<file path="config.mk">
export PLATFORM = sky130hd
export DESIGN_NAME = irq_source_ctrl_flat
export DESIGN_NICKNAME = d
export VERILOG_FILES = /design/src/rtl/irq_source_ctrl_if.sv /design/src/rtl/irq_source_ctrl.sv /design/src/flat_wrapper.sv
export SDC_FILE = /design/constraint.sdc
export NUM_CORES = 1
export LEC_CHECK = 0
export ABC_CLOCK_PERIOD_IN_PS = 8029
export CORE_MARGIN = 10
export CORE_UTILIZATION = 53
export CTS_BUF_LIST = sky130_fd_sc_hd__clkbuf_8
export CTS_CLUSTER_DIAMETER = 80
export DETAILED_ROUTE_END_ITERATION = 12
export DONT_BUFFER_PORTS = 1
export GPL_ROUTABILITY_DRIVEN = 1
export PLACE_DENSITY = 0.68
export SYNTH_ARGS = -nofsm -noshare
export SYNTH_HDL_FRONTEND = slang
export SYNTH_SLANG_ARGS = --single-unit
</file>
<file path="constraint.sdc">
create_clock -name clk -period 8.03 [get_ports clk]
set_input_delay 0.4015 -clock clk [delete_from_list [all_inputs] [get_ports clk]]
set_output_delay 0.4015 -clock clk [all_outputs]
set_load 0.02 [all_outputs]
</file>
<file path="src/rtl/irq_source_ctrl_if.sv">
// Load/store bus and interrupt handshake between the core (master) and the
// interrupt source controller (slave).
interface irq_source_ctrl_if;
    logic [31:0] bus_addr;
    logic [31:0] bus_wdata;
    logic        bus_wr_en;
    logic        bus_rd_en;
    logic [31:0] bus_rdata;
    logic        csr_flush;
    logic        mret_MW;
    logic [31:0] cause;
    logic        irq_busy;

    modport master (
        output bus_addr, bus_wdata, bus_wr_en, bus_rd_en, csr_flush, mret_MW,
        input  bus_rdata, cause, irq_busy
    );

    modport slave (
        input  bus_addr, bus_wdata, bus_wr_en, bus_rd_en, csr_flush, mret_MW,
        output bus_rdata, cause, irq_busy
    );
endinterface

</file>
<file path="src/rtl/irq_source_ctrl.sv">
// Interrupt source controller: memory-mapped 64-bit machine timer plus an
// external-interrupt capture path, presenting one cause at a time to the CSR unit.
module irq_source_ctrl #(
    parameter logic [31:0] BASE_ADDR   = 32'hFFFF_0000,
    parameter int unsigned PRESCALE    = 1,
    parameter int unsigned SYNC_STAGES = 2
) (
    input  logic             clk,
    input  logic             rst,
    input  logic             ext_irq,
    irq_source_ctrl_if.slave bus
);
    localparam int unsigned     PS_W    = (PRESCALE > 1) ? $clog2(PRESCALE) : 1;
    localparam logic [PS_W-1:0] PS_LAST = PS_W'(PRESCALE - 1);

    localparam logic [1:0] ST_IDLE    = 2'd0;
    localparam logic [1:0] ST_REQ     = 2'd1;
    localparam logic [1:0] ST_SERVICE = 2'd2;

    localparam logic [31:0] CAUSE_TMR = 32'h8000_0007;
    localparam logic [31:0] CAUSE_EXT = 32'h8000_000B;

    localparam logic [4:0] OFF_MTIME_LO    = 5'h00;
    localparam logic [4:0] OFF_MTIME_HI    = 5'h04;
    localparam logic [4:0] OFF_MTIMECMP_LO = 5'h08;
    localparam logic [4:0] OFF_MTIMECMP_HI = 5'h0C;
    localparam logic [4:0] OFF_CTRL        = 5'h10;
    localparam logic [4:0] OFF_PEND        = 5'h14;

    logic [63:0]            mtime_q, mtime_d;
    logic [63:0]            mtimecmp_q, mtimecmp_d;
    logic                   ten_q, ten_d;
    logic                   een_q, een_d;
    logic                   ep_q, ep_d;
    logic [PS_W-1:0]        ps_cnt_q, ps_cnt_d;
    logic [SYNC_STAGES-1:0] sync_q, sync_d;
    logic                   ext_dly_q, ext_dly_d;
    logic [1:0]             state_q, state_d;
    logic [31:0]            cause_q, cause_d;
    logic                   src_ext_q, src_ext_d;
    logic                   busy_q, busy_d;

    logic        in_win_c;
    logic [4:0]  off_c;
    logic        wr_c;
    logic        tick_c;
    logic        tp_c;
    logic        ext_rise_c;
    logic        ep_ack_c;
    logic [31:0] rdata_c;

    // 32-byte window; low address bits take part so misaligned offsets read 0
    assign in_win_c   = (bus.bus_addr[31:5] == BASE_ADDR[31:5]);
    assign off_c      = bus.bus_addr[4:0];
    assign wr_c       = bus.bus_wr_en && in_win_c;
    assign tick_c     = (ps_cnt_q == PS_LAST);
    assign tp_c       = ten_q && (mtime_q >= mtimecmp_q);
    assign ext_rise_c = sync_q[SYNC_STAGES-1] && !ext_dly_q;

    // Timer, control and pending-bit next state
    always_comb begin
        ps_cnt_d   = tick_c ? '0 : ps_cnt_q + PS_W'(1);
        mtime_d    = tick_c ? mtime_q + 64'd1 : mtime_q;
        mtimecmp_d = mtimecmp_q;
        ten_d      = ten_q;
        een_d      = een_q;
        ep_d       = ep_q;
        sync_d     = {sync_q[SYNC_STAGES-2:0], ext_irq};
        ext_dly_d  = sync_q[SYNC_STAGES-1];
        if (wr_c) begin
            case (off_c)
                OFF_MTIME_LO:    mtime_d = {mtime_q[63:32], bus.bus_wdata};
                OFF_MTIME_HI:    mtime_d = {bus.bus_wdata, mtime_q[31:0]};
                OFF_MTIMECMP_LO: mtimecmp_d = {mtimecmp_q[63:32], bus.bus_wdata};
                OFF_MTIMECMP_HI: mtimecmp_d = {bus.bus_wdata, mtimecmp_q[31:0]};
                OFF_CTRL: begin
                    ten_d = bus.bus_wdata[0];
                    een_d = bus.bus_wdata[1];
                end
                OFF_PEND:        if (bus.bus_wdata[1]) ep_d = 1'b0;
                default: ;
            endcase
        end
        if (ep_ack_c) ep_d = 1'b0;
        // a new edge beats a same-cycle clear
        if (ext_rise_c && een_q) ep_d = 1'b1;
    end

    // Handshake FSM: IDLE -> REQ (cause held) -> SERVICE (wait for mret)
    always_comb begin
        state_d   = state_q;
        cause_d   = cause_q;
        src_ext_d = src_ext_q;
        ep_ack_c  = 1'b0;
        case (state_q)
            ST_IDLE: begin
                cause_d = '0;
                if (ep_q) begin
                    state_d   = ST_REQ;
                    cause_d   = CAUSE_EXT;
                    src_ext_d = 1'b1;
                end else if (tp_c) begin
                    state_d   = ST_REQ;
                    cause_d   = CAUSE_TMR;
                    src_ext_d = 1'b0;
                end
            end
            ST_REQ: begin
                if (bus.csr_flush) begin
                    state_d  = ST_SERVICE;
                    cause_d  = '0;
                    ep_ack_c = src_ext_q;
                end
            end
            ST_SERVICE: begin
                cause_d = '0;
                if (bus.mret_MW) state_d = ST_IDLE;
            end
            default: begin
                state_d = ST_IDLE;
                cause_d = '0;
            end
        endcase
        busy_d = (state_d != ST_IDLE);
    end

    // Load data; zero outside the window and on unmapped offsets
    always_comb begin
        rdata_c = '0;
        if (bus.bus_rd_en && in_win_c) begin
            case (off_c)
                OFF_MTIME_LO:    rdata_c = mtime_q[31:0];
                OFF_MTIME_HI:    rdata_c = mtime_q[63:32];
                OFF_MTIMECMP_LO: rdata_c = mtimecmp_q[31:0];
                OFF_MTIMECMP_HI: rdata_c = mtimecmp_q[63:32];
                OFF_CTRL:        rdata_c = {30'd0, een_q, ten_q};
                OFF_PEND:        rdata_c = {30'd0, ep_q, tp_c};
                default:         rdata_c = '0;
            endcase
        end
    end

    always_ff @(posedge clk) begin
        if (rst) begin
            mtime_q    <= '0;
            mtimecmp_q <= '1;
            ten_q      <= 1'b0;
            een_q      <= 1'b0;
            ep_q       <= 1'b0;
            ps_cnt_q   <= '0;
            sync_q     <= '0;
            ext_dly_q  <= 1'b0;
            state_q    <= ST_IDLE;
            cause_q    <= '0;
            src_ext_q  <= 1'b0;
            busy_q     <= 1'b0;
        end else begin
            mtime_q    <= mtime_d;
            mtimecmp_q <= mtimecmp_d;
            ten_q      <= ten_d;
            een_q      <= een_d;
            ep_q       <= ep_d;
            ps_cnt_q   <= ps_cnt_d;
            sync_q     <= sync_d;
            ext_dly_q  <= ext_dly_d;
            state_q    <= state_d;
            cause_q    <= cause_d;
            src_ext_q  <= src_ext_d;
            busy_q     <= busy_d;
        end
    end

    assign bus.bus_rdata = rdata_c;
    assign bus.cause     = cause_q;
    assign bus.irq_busy  = busy_q;
endmodule

</file>
<file path="src/flat_wrapper.sv">
// flat-port wrapper written by rule: the top's interface ports become plain ports
module irq_source_ctrl_flat 
#(
    parameter logic [31:0] BASE_ADDR   = 32'hFFFF_0000,
    parameter int unsigned PRESCALE    = 1,
    parameter int unsigned SYNC_STAGES = 2
)
  (clk, rst, ext_irq, bus_bus_addr, bus_bus_wdata, bus_bus_wr_en, bus_bus_rd_en, bus_csr_flush, bus_mret_MW, bus_bus_rdata, bus_cause, bus_irq_busy);
  irq_source_ctrl_if bus_i ();
  input  logic clk;
  input  logic rst;
  input  logic ext_irq;
  input wire logic [$bits(bus_i.bus_addr)-1:0] bus_bus_addr;
  input wire logic [$bits(bus_i.bus_wdata)-1:0] bus_bus_wdata;
  input wire logic [$bits(bus_i.bus_wr_en)-1:0] bus_bus_wr_en;
  input wire logic [$bits(bus_i.bus_rd_en)-1:0] bus_bus_rd_en;
  input wire logic [$bits(bus_i.csr_flush)-1:0] bus_csr_flush;
  input wire logic [$bits(bus_i.mret_MW)-1:0] bus_mret_MW;
  output wire logic [$bits(bus_i.bus_rdata)-1:0] bus_bus_rdata;
  output wire logic [$bits(bus_i.cause)-1:0] bus_cause;
  output wire logic [$bits(bus_i.irq_busy)-1:0] bus_irq_busy;
  assign bus_i.bus_addr = bus_bus_addr;
  assign bus_i.bus_wdata = bus_bus_wdata;
  assign bus_i.bus_wr_en = bus_bus_wr_en;
  assign bus_i.bus_rd_en = bus_bus_rd_en;
  assign bus_i.csr_flush = bus_csr_flush;
  assign bus_i.mret_MW = bus_mret_MW;
  assign bus_bus_rdata = bus_i.bus_rdata;
  assign bus_cause = bus_i.cause;
  assign bus_irq_busy = bus_i.irq_busy;
  irq_source_ctrl #(.BASE_ADDR(BASE_ADDR), .PRESCALE(PRESCALE), .SYNC_STAGES(SYNC_STAGES)) u_core (.clk(clk), .rst(rst), .ext_irq(ext_irq), .bus(bus_i));
endmodule
</file>
==> results of run 1 <==
## metrics by stage
stage,power [mW],instances,hold WS [ps],area [µm²]
floorplan,0.777,1230,414,9390
global placement,0.769,1354,430,9250
detailed placement,0.769,1354,444,9250
CTS,1.39,1386,2.37,9680
global route,1.43,1389,-1.14,9710
finish,1.40,1389,44.3,9710
## path summary, 6_finish.rpt
path / end / cells past startpoint / start / slack (ps)
worst max-delay path: bus_bus_rdata[0] / 8 / u_core.mtime_q[15] / 3910
worst min-delay path: u_core.mtime_q[35] / 1 / rst / 40
worst max register to register: u_core.bus.irq_busy / 8 / u_core.mtime_q[41] / 4710
worst min register to register: u_core.sync_q[1] / 1 / u_core.sync_q[0] / 450
## registers in the layout, indices dropped and copies added (netlist names)
register and flops:
u_core.sync_q 2, u_core.ps_cnt_q 1, u_core.mtimecmp_q 64, u_core.ep_q 1, u_core.mtime_q 64, u_core.src_ext_q 1
u_core.ten_q 1, u_core.ext_dly_q 1, u_core.bus.cause 3, u_core.bus.irq_busy 1, u_core.state_q 2, u_core.een_q 1
## timing repair
action	4_1_cts	5_1_grt
hold buffers	2	3
resized for setup	0	0
endpoints found under the hold margin	15	1
## layer usage
layer  up-vias  routed length, µm
met5         -                  0
met1      4424              13500
li1       4350                  -
met3        66               3470
met4         0                602
met2       511              14400
## critical path: cells and delay by family (launching register included)
| family | cells | cell delay [ps] |
|---|---|---|
| AND/OR/NAND/NOR | 3 | 580 |
| AO/OA/AOI/OAI | 4 | 1950 |
| adder cells (fa/ha/maj) | 1 | 340 |
| flip-flops | 1 | 370 |
## area by class of cell
class,instances,area (µm²)
Fill cell,1641,7520
Multi-Input combinational cell,895,5730
Sequential cell,142,2840
Inverter,79,297
Tap cell,225,282
Clock buffer,18,248
Clock inverter,12,171
Timing Repair Buffer,18,148
## cell usage in the layout (no fill, tap or decap), types with 12 or more instances in the layout
| master | n |
|---|---|
| a22oi_1 | 16 |
| clkbuf_8 | 18 |
| nand3_1 | 32 |
| ha_1 | 65 |
| a21oi_1 | 71 |
| nor2_1 | 106 |
| and3_1 | 12 |
| o21ai_0 | 50 |
| nor3_1 | 25 |
| inv_1 | 79 |
| a221oi_1 | 22 |
| a211oi_1 | 16 |
| a31oi_1 | 20 |
| o211ai_1 | 68 |
| conb_1 | 28 |
| dfxtp_1 | 142 |
| nand2_1 | 134 |
| buf_4 | 13 |
| a222oi_1 | 24 |
| nor4_1 | 12 |
| a22o_1 | 21 |
| nand4_1 | 34 |
## power by group through the flow
stage          Clock, mW  Sequential [mW]  Combinational (mW)
3_5_place_dp           0            0.724              0.0444
5_1_grt            0.669            0.708              0.0547
4_1_cts            0.640            0.708              0.0469
2_1_floorplan          0            0.724              0.0537
3_3_place_gp           0            0.724              0.0443
6_report           0.638            0.708              0.0507
## kinds of logic (layout without fill, tap and decap cells)
group                      after synthesis  after routing
muxes                                    3              3
other                                    1             28
buffers and inverters                  193            127
adders and majority gates               65             65
AOI/OAI and AO/OA                      366            366
DFF                                    142            142
xor gates and xnor gates                 5              5
and+or+nand+nor                        428            428
==> metrics.csv, run 1 <==
stage,metric,value,unit
status,status,"complete, no violations",
global_routing,vias in the first global route,8587,
synth,async set-or-reset flop fraction in the synthesized netlist,0,%
cts,TritonCTS Sinks,142,
global_routing,GRT overflow,0,
synth,number of synthesized flops with an enable pin,0,
worst_setup_path,CP max FO,7,
worst_setup_path,crit-path cells,ha_1 > nand4_1 > or2_2 > a2111oi_0 > o41ai_1 > a211oi_1 > nor2_1 > a211oi_1,
synth,Synth cell types,64,
global_routing,pin count of the biggest net entering global routing,73,
global_routing,first-pass GRT wire length,49700,µm
timing,min cycle time layout,4120,ps
cts,worst-case clock buffer depth,2,
drt,DR WL/cell,23.1,µm
floorplanning,Core Region,17200,µm²
global_routing,met3 GRT Util,7.11,%
power,clock network power share,45.7,%
worst_hold_path,worst hold path type,input pin to register,
drt,Final ANT Viol Nets,0,
synth,"Warnings, synthesis",0,
worst_setup_path,crit start category,register,
worst_setup_path,Crit-path slowest cell,a211oi_1,
worst_setup_path,crit path DAT,3720,ps
worst_setup_path,Critical Path Sink Type,output port,
synth,count of state elements after synthesis,142,
timing,endpoints failing hold,0,
placed_design,routability congestion estimate,0.916,
cts,Clock transition at path regs,80,ps
floorplanning,row cnt,48,
drt,DRC violations left,0,
finish,Final Util,56.4,%
worst_setup_path,crit-path max cell delay,710,ps
timing,worst-margin pin slew,1330,ps
power,sequential share of power,50.7,%
worst_setup_path,"most used cell, CP",a211oi_1,
synth,largest family of logic cells by synthesized area,compound AO/OA/AOI/OAI gates,
synth,sequential element share of the synthesized area,30.6,%
timing,Final Setup Violations,0,
global_routing,Global Route met1 Usage,34.0,%
synth,XOR/XNOR share of the synthesized area,0.472,%
global_routing,Most Crowded Layer GR,met2,
power,PD cells,144,nW/µm²
power,leakage,3.97,nW
drt,TritonRoute pass-1 iters,6,
global_routing,Tot GR Track Use,26.1,%
cts,H-tree levels,4,
power,IR Drop Worst-Case VDD,0.0967,mV
cts,latest clock arrival within the worst-skew pair,470,ps
synth,synthesized area,9290,µm²
global_routing,initial antenna violation count,0,
timing,RSZ-0062 raised after global routing,no,
synth,Mapped Cells,1203,
synth,Post-Synth Simple-Gate Area,22.8,%
cts,clock buffer count from CTS,17,
finish,# nets final,1289,
timing,"Worst Setup Slack, final",3910,ps
power,combinational cell fraction of total power,3.6,%
synth,most frequent cell after synthesis,dfxtp_1,
drt,Post-Route WL,32000,µm
cts,postcts setup bufs,0,
finish,Inserted Diodes,0,
synth,"area leader, netlist",dfxtp_1,
power,P_sw,336,µW
worst_setup_path,worst setup path class,register to output port,
placed_design,I/O Buffers,0,
cts,CTS tree,done,
timing,fmax,243,MHz
placed_design,Detailed Place HPWL,21300,µm
finish,area delta synth->final,4.61,%
synth,synth cell count leaders,"142 x dfxtp_1, 134 x nand2_1, 106 x nor2_1",
global_routing,met2 Usage GRT,41.1,%
cts,Root Driver,clkbuf_8,
floorplanning,I/O pin cnt,136,
floorplanning,die area,23200,µm²
drt,DR iter-0 viols,1183,
placed_design,dpl ws,4480,ps
drt,vias per cell,6.73,
worst_setup_path,CP Data Required Time,7630,ps
timing,Slew Limit Fails,0,
floorplanning,DIE HEIGHT,152,µm
synth,Yosys top cell area share,30.6,%
synth,Synth Flop Type,dfxtp_1,
synth,mux contribution to synthesized area,0.323,%
drt,Vias,9351,
floorplanning,starting density of the core,53.9,%
floorplanning,Die W,152,µm
timing,Fin Clk Skew,15.0,ps
timing,Worst slew margin,11.3,%
synth,Adder-Cell Fraction of Synth Area,8.76,%
flow_run,max-cap violation count,0,
synth,mean post-synth cell area,7.72,µm²
finish,layout cells sized above 1,5.24,%
synth,Synth Area in Compound Gates,27.9,%
timing,Final Cycle Share,51.3,%
power,sw frac,24.1,%
synth,main area contributors after synthesis,"dfxtp_1 31%, ha_1 8.8%, o211ai_1 5.5%",
timing,Setup TNS,0,ps
power,Power Internal,1.06,mW
(Power assumes the default switching activity.)
==> run 2, diff against run 1 <==
--- a/config.mk
+++ b/config.mk
@@ -5,7 +5,8 @@
 export SDC_FILE = /design/constraint.sdc
 export NUM_CORES = 1
 export LEC_CHECK = 0
-export ABC_CLOCK_PERIOD_IN_PS = 8029
+export ABC_AREA = 1
+export ABC_CLOCK_PERIOD_IN_PS = 3900
 export CORE_MARGIN = 10
 export CORE_UTILIZATION = 53
 export CTS_BUF_LIST = sky130_fd_sc_hd__clkbuf_8
==> constraint.sdc (replaced) <==
create_clock -name clk -period 3.9 [get_ports clk]
set_input_delay 0.195 -clock clk [delete_from_list [all_inputs] [get_ports clk]]
set_output_delay 0.195 -clock clk [all_outputs]
set_load 0.02 [all_outputs]
==> run 2 against run 1 <==
  * Critical path depth up 4
  * Setup slack got worse by 3300 ps
  * Clock-buffer cell count is 1 lower
  * Via count grew 16%
  * Sequential share of layout area decreased by 4.0 points
  * Wire length rose by 14%
  * Clock power up 100%
==> metrics.csv, run 2 <==
stage,metric,value,unit,change
status,status,"complete, no violations",,unchanged
synth,Yosys top cell area share,27.5,%,was 30.6%
power,sequential share of power,50.1,%,was 50.7%
synth,XOR/XNOR share of the synthesized area,1.95,%,was 0.472%
power,clock network power share,44.3,%,was 45.7%
cts,H-tree levels,4,,unchanged
floorplanning,row cnt,51,,was 48
cts,TritonCTS Sinks,142,,unchanged
global_routing,initial antenna violation count,0,,unchanged
synth,main area contributors after synthesis,"dfxtp_1 27%, nand2_1 13%, ha_1 7.9%",,"was dfxtp_1 31%, ha_1 8.8%, o211ai_1 5.5%"
drt,DR iter-0 viols,1040,,"was 1,183"
finish,Final Non-Filler Cells,1860,,"was 1,389"
synth,Post-Synth Simple-Gate Area,31.0,%,was 22.8%
finish,layout cells sized above 1,6.83,%,was 5.24%
placed_design,Placed Area,10400,µm²,was 9250 µm²
synth,sequential element share of the synthesized area,27.5,%,was 30.6%
placed_design,dpl ws,1090,ps,was 4480 ps
synth,mean post-synth cell area,6.56,µm²,was 7.72 µm²
synth,synthesized area,10300,µm²,was 9290 µm²
worst_setup_path,crit path DAT,3090,ps,was 3720 ps
synth,count of state elements after synthesis,142,,unchanged
timing,fmax,305,MHz,
power,IR Drop Worst-Case VDD,0.192,mV,was 0.0967 mV
synth,largest family of logic cells by synthesized area,simple AND/OR/NAND/NOR gates,,was compound AO/OA/AOI/OAI gates
synth,mux contribution to synthesized area,0,%,was 0.323%
power,P_sw,776,µW,was 336 µW
timing,Slew Limit Fails,0,,unchanged
worst_setup_path,CP Data Required Time,3700,ps,was 7630 ps
cts,latest clock arrival within the worst-skew pair,470,ps,about the same
floorplanning,Die W,160,µm,was 152 µm
cts,worst-case clock buffer depth,2,,unchanged
finish,most frequent cells in the layout,"367 x nand2_1, 191 x inv_1, 142 x dfxtp_1",,"was 142 x dfxtp_1, 134 x nand2_1, 106 x nor2_1"
synth,synth cell count leaders,"367 x nand2_1, 189 x inv_1, 142 x dfxtp_1",,"was 142 x dfxtp_1, 134 x nand2_1, 106 x nor2_1"
finish,# nets final,1718,,"was 1,289"
timing,Final Cycle Share,84.1,%,
finish,# fillers,1930,,"was 1,641"
global_routing,first-pass GRT wire length,56800,µm,"was 49,700 µm"
global_routing,pin count of the biggest net entering global routing,51,,was 73
floorplanning,DIE HEIGHT,160,µm,was 152 µm
drt,vias per cell,5.83,,was 6.73
drt,DRC violations left,0,,unchanged
drt,Post-Route WL,36400,µm,"was 32,000 µm"
cts,Root Driver,clkbuf_8,,unchanged
finish,area delta synth->final,8.55,%,was 4.61%
worst_setup_path,"Largest delay share family, worst path",simple AND/OR/NAND/NOR gates,,was compound AO/OA/AOI/OAI gates
synth,async set-or-reset flop fraction in the synthesized netlist,0,%,unchanged
worst_setup_path,worst setup path class,register to output port,,unchanged
floorplanning,Core Region,19300,µm²,"was 17,200 µm²"
worst_setup_path,WP buf/inv,1,,was 0
worst_setup_path,crit start category,register,,unchanged
placed_design,Inst Count DP,1791,,"was 1,354"
floorplanning,I/O pin cnt,136,,unchanged
global_routing,GRT overflow,0,,unchanged
synth,Synth cell types,45,,was 64
timing,Final Setup Violations,0,,unchanged
worst_setup_path,"most used cell, CP",nand2_1,,was a211oi_1
synth,Synth Flop Type,dfxtp_1,,unchanged
worst_setup_path,CP max FO,3,,was 7
timing,endpoints failing hold,0,,unchanged
finish,"most common cell after layout, fill and taps aside",nand2_1,,was dfxtp_1
worst_setup_path,Critical Path Sink Type,output port,,unchanged
synth,most frequent cell after synthesis,nand2_1,,was dfxtp_1
power,sw frac,26.7,%,was 24.1%
cts,post-CTS sizing,0,,unchanged
timing,Setup TNS,0,ps,unchanged
synth,Mapped Cells,1576,,"was 1,203"
synth,"Warnings, synthesis",0,,unchanged
placed_design,routability congestion estimate,0.970,,was 0.916
drt,DR WL/cell,19.6,µm,was 23.1 µm
timing,worst-margin pin slew,1100,ps,was 1330 ps
cts,clock buffer count from CTS,17,,unchanged
drt,TritonRoute pass-1 iters,5,,was 6
finish,final instance area,11200,µm²,was 9710 µm²
placed_design,Detailed Place HPWL,26800,µm,"was 21,300 µm"
floorplanning,starting density of the core,53.5,%,was 53.9%
worst_setup_path,Reg-to-Reg Start,u_core.mtimecmp_q[63],,was u_core.mtime_q[41]
flow_run,max-cap violation count,0,,unchanged
cts,Clock transition at path regs,90,ps,was 80 ps
worst_hold_path,hold path startpoint,bus_bus_wdata[23],,was rst
cts,cts hold-fix bufs,37,,was 2
power,combinational cell fraction of total power,5.6,%,was 3.6%
synth,number of synthesized flops with an enable pin,0,,unchanged
placed_design,I/O Buffers,0,,unchanged
timing,RSZ-0062 raised after global routing,no,,unchanged
finish,Inserted Diodes,0,,unchanged
global_routing,Tot GR Track Use,27.5,%,was 26.1%
worst_setup_path,crit-path cells,inv_1 > ha_1 > nand2_1 > nor2_1 > nand2_1 > nor3_1 > nand2_1 > nor2_1 > nand2_1 > nand2_1 > nand3_1 > a21oi_1,,was ha_1 > nand4_1 > or2_2 > a2111oi_0 > o41ai_1 > a211oi_1 > nor2_1 > a211oi_1
timing,"Worst Setup Slack, final",619,ps,was 3910 ps
timing,min cycle time layout,3280,ps,
worst_setup_path,Crit-path slowest cell,a21oi_1,,was a211oi_1
global_routing,vias in the first global route,10200,,"was 8,587"
floorplanning,die area,25500,µm²,"was 23,200 µm²"
synth,"area leader, netlist",dfxtp_1,,unchanged
power,leakage,4.87,nW,was 3.97 nW
timing,Worst slew margin,26.7,%,was 11.3%
drt,Vias,10800,,"was 9,351"
power,PD cells,259,nW/µm²,was 144 nW/µm²
worst_hold_path,worst hold path type,input pin to register,,unchanged
worst_setup_path,CP startpoint,u_core.mtimecmp_q[63],,was u_core.mtime_q[15]
synth,Adder-Cell Fraction of Synth Area,7.86,%,was 8.76%
timing,Fin Clk Skew,13.7,ps,was 15.0 ps
synth,Synth Area in Compound Gates,19.5,%,was 27.9%
power,Power Internal,2.13,mW,was 1.06 mW
drt,Final ANT Viol Nets,0,,unchanged
cts,postcts setup bufs,0,,unchanged
worst_setup_path,crit-path max cell delay,480,ps,was 710 ps
cts,CTS tree,done,,unchanged
## run 2: cell type report
class	count	area, µm²	share of cell area, %
multi-input cells	1167	6370	56.8
repair buffers	52	518	4.61
clock buffers	17	234	2.08
flip-flops and latches	142	2840	25.3
well taps	265	332	2.95
inverters	202	758	6.75
clock inverters	15	171	1.53
## run 2: metal layers
layer / GRT usage [%] / share of wire, % / vias up
li1: - / - / 5242
met1: 35.0 / 43 / 5014
met2: 44.5 / 46 / 492
met3: 5.50 / 7.9 / 97
met4: 11.6 / 3.4 / 0
met5: 0 / 0 / -
## run 2: final timing paths
check / slack (ps) / end / cells past startpoint
max: 620 / bus_bus_rdata[0] / 12
min: 20 / u_core.mtime_q[55] / 4
max reg2reg: 1420 / u_core.bus.irq_busy / 14
min reg2reg: 420 / u_core.sync_q[1] / 2
## run 2: through the flow
stage	power, mW	hold WS (ps)	util (%)
final	2.91	24.5	58.1
after global routing	2.99	13.4	58.1
after CTS	2.92	1.70	58.1
after detailed placement	1.59	273	54.0
after global placement	1.59	272	54.0
after floorplan	1.60	302	-
## run 2: logic make-up after synthesis
kind of cell,Yosys count
simple gates,706
fa+ha+maj,65
xor+xnor,23
compound gates,345
flops,142
buf+inv,294
other cells,1
## run 2: power by group through the flow
stage	Combinational (mW)	Clock, mW	Sequential, mW
floorplan	0.108	0	1.49
global placement	0.0987	0	1.49
detailed placement	0.100	0	1.49
CTS	0.158	1.31	1.46
global route	0.176	1.35	1.46
finish	0.163	1.29	1.46
## run 2: worst register-to-register path: stages, from the launching register on
cell and delay [ps]:
dfxtp_1 320, inv_1 60, ha_1 300, nand2_1 80
nor2_1 230, nand2_1 150, nor3_1 430, nand2_1 120
nor2_1 140, nand2_1 70, nand2_1 150, nand3_1 150
nand3_1 100, nand2_1 70, nand2_1 80
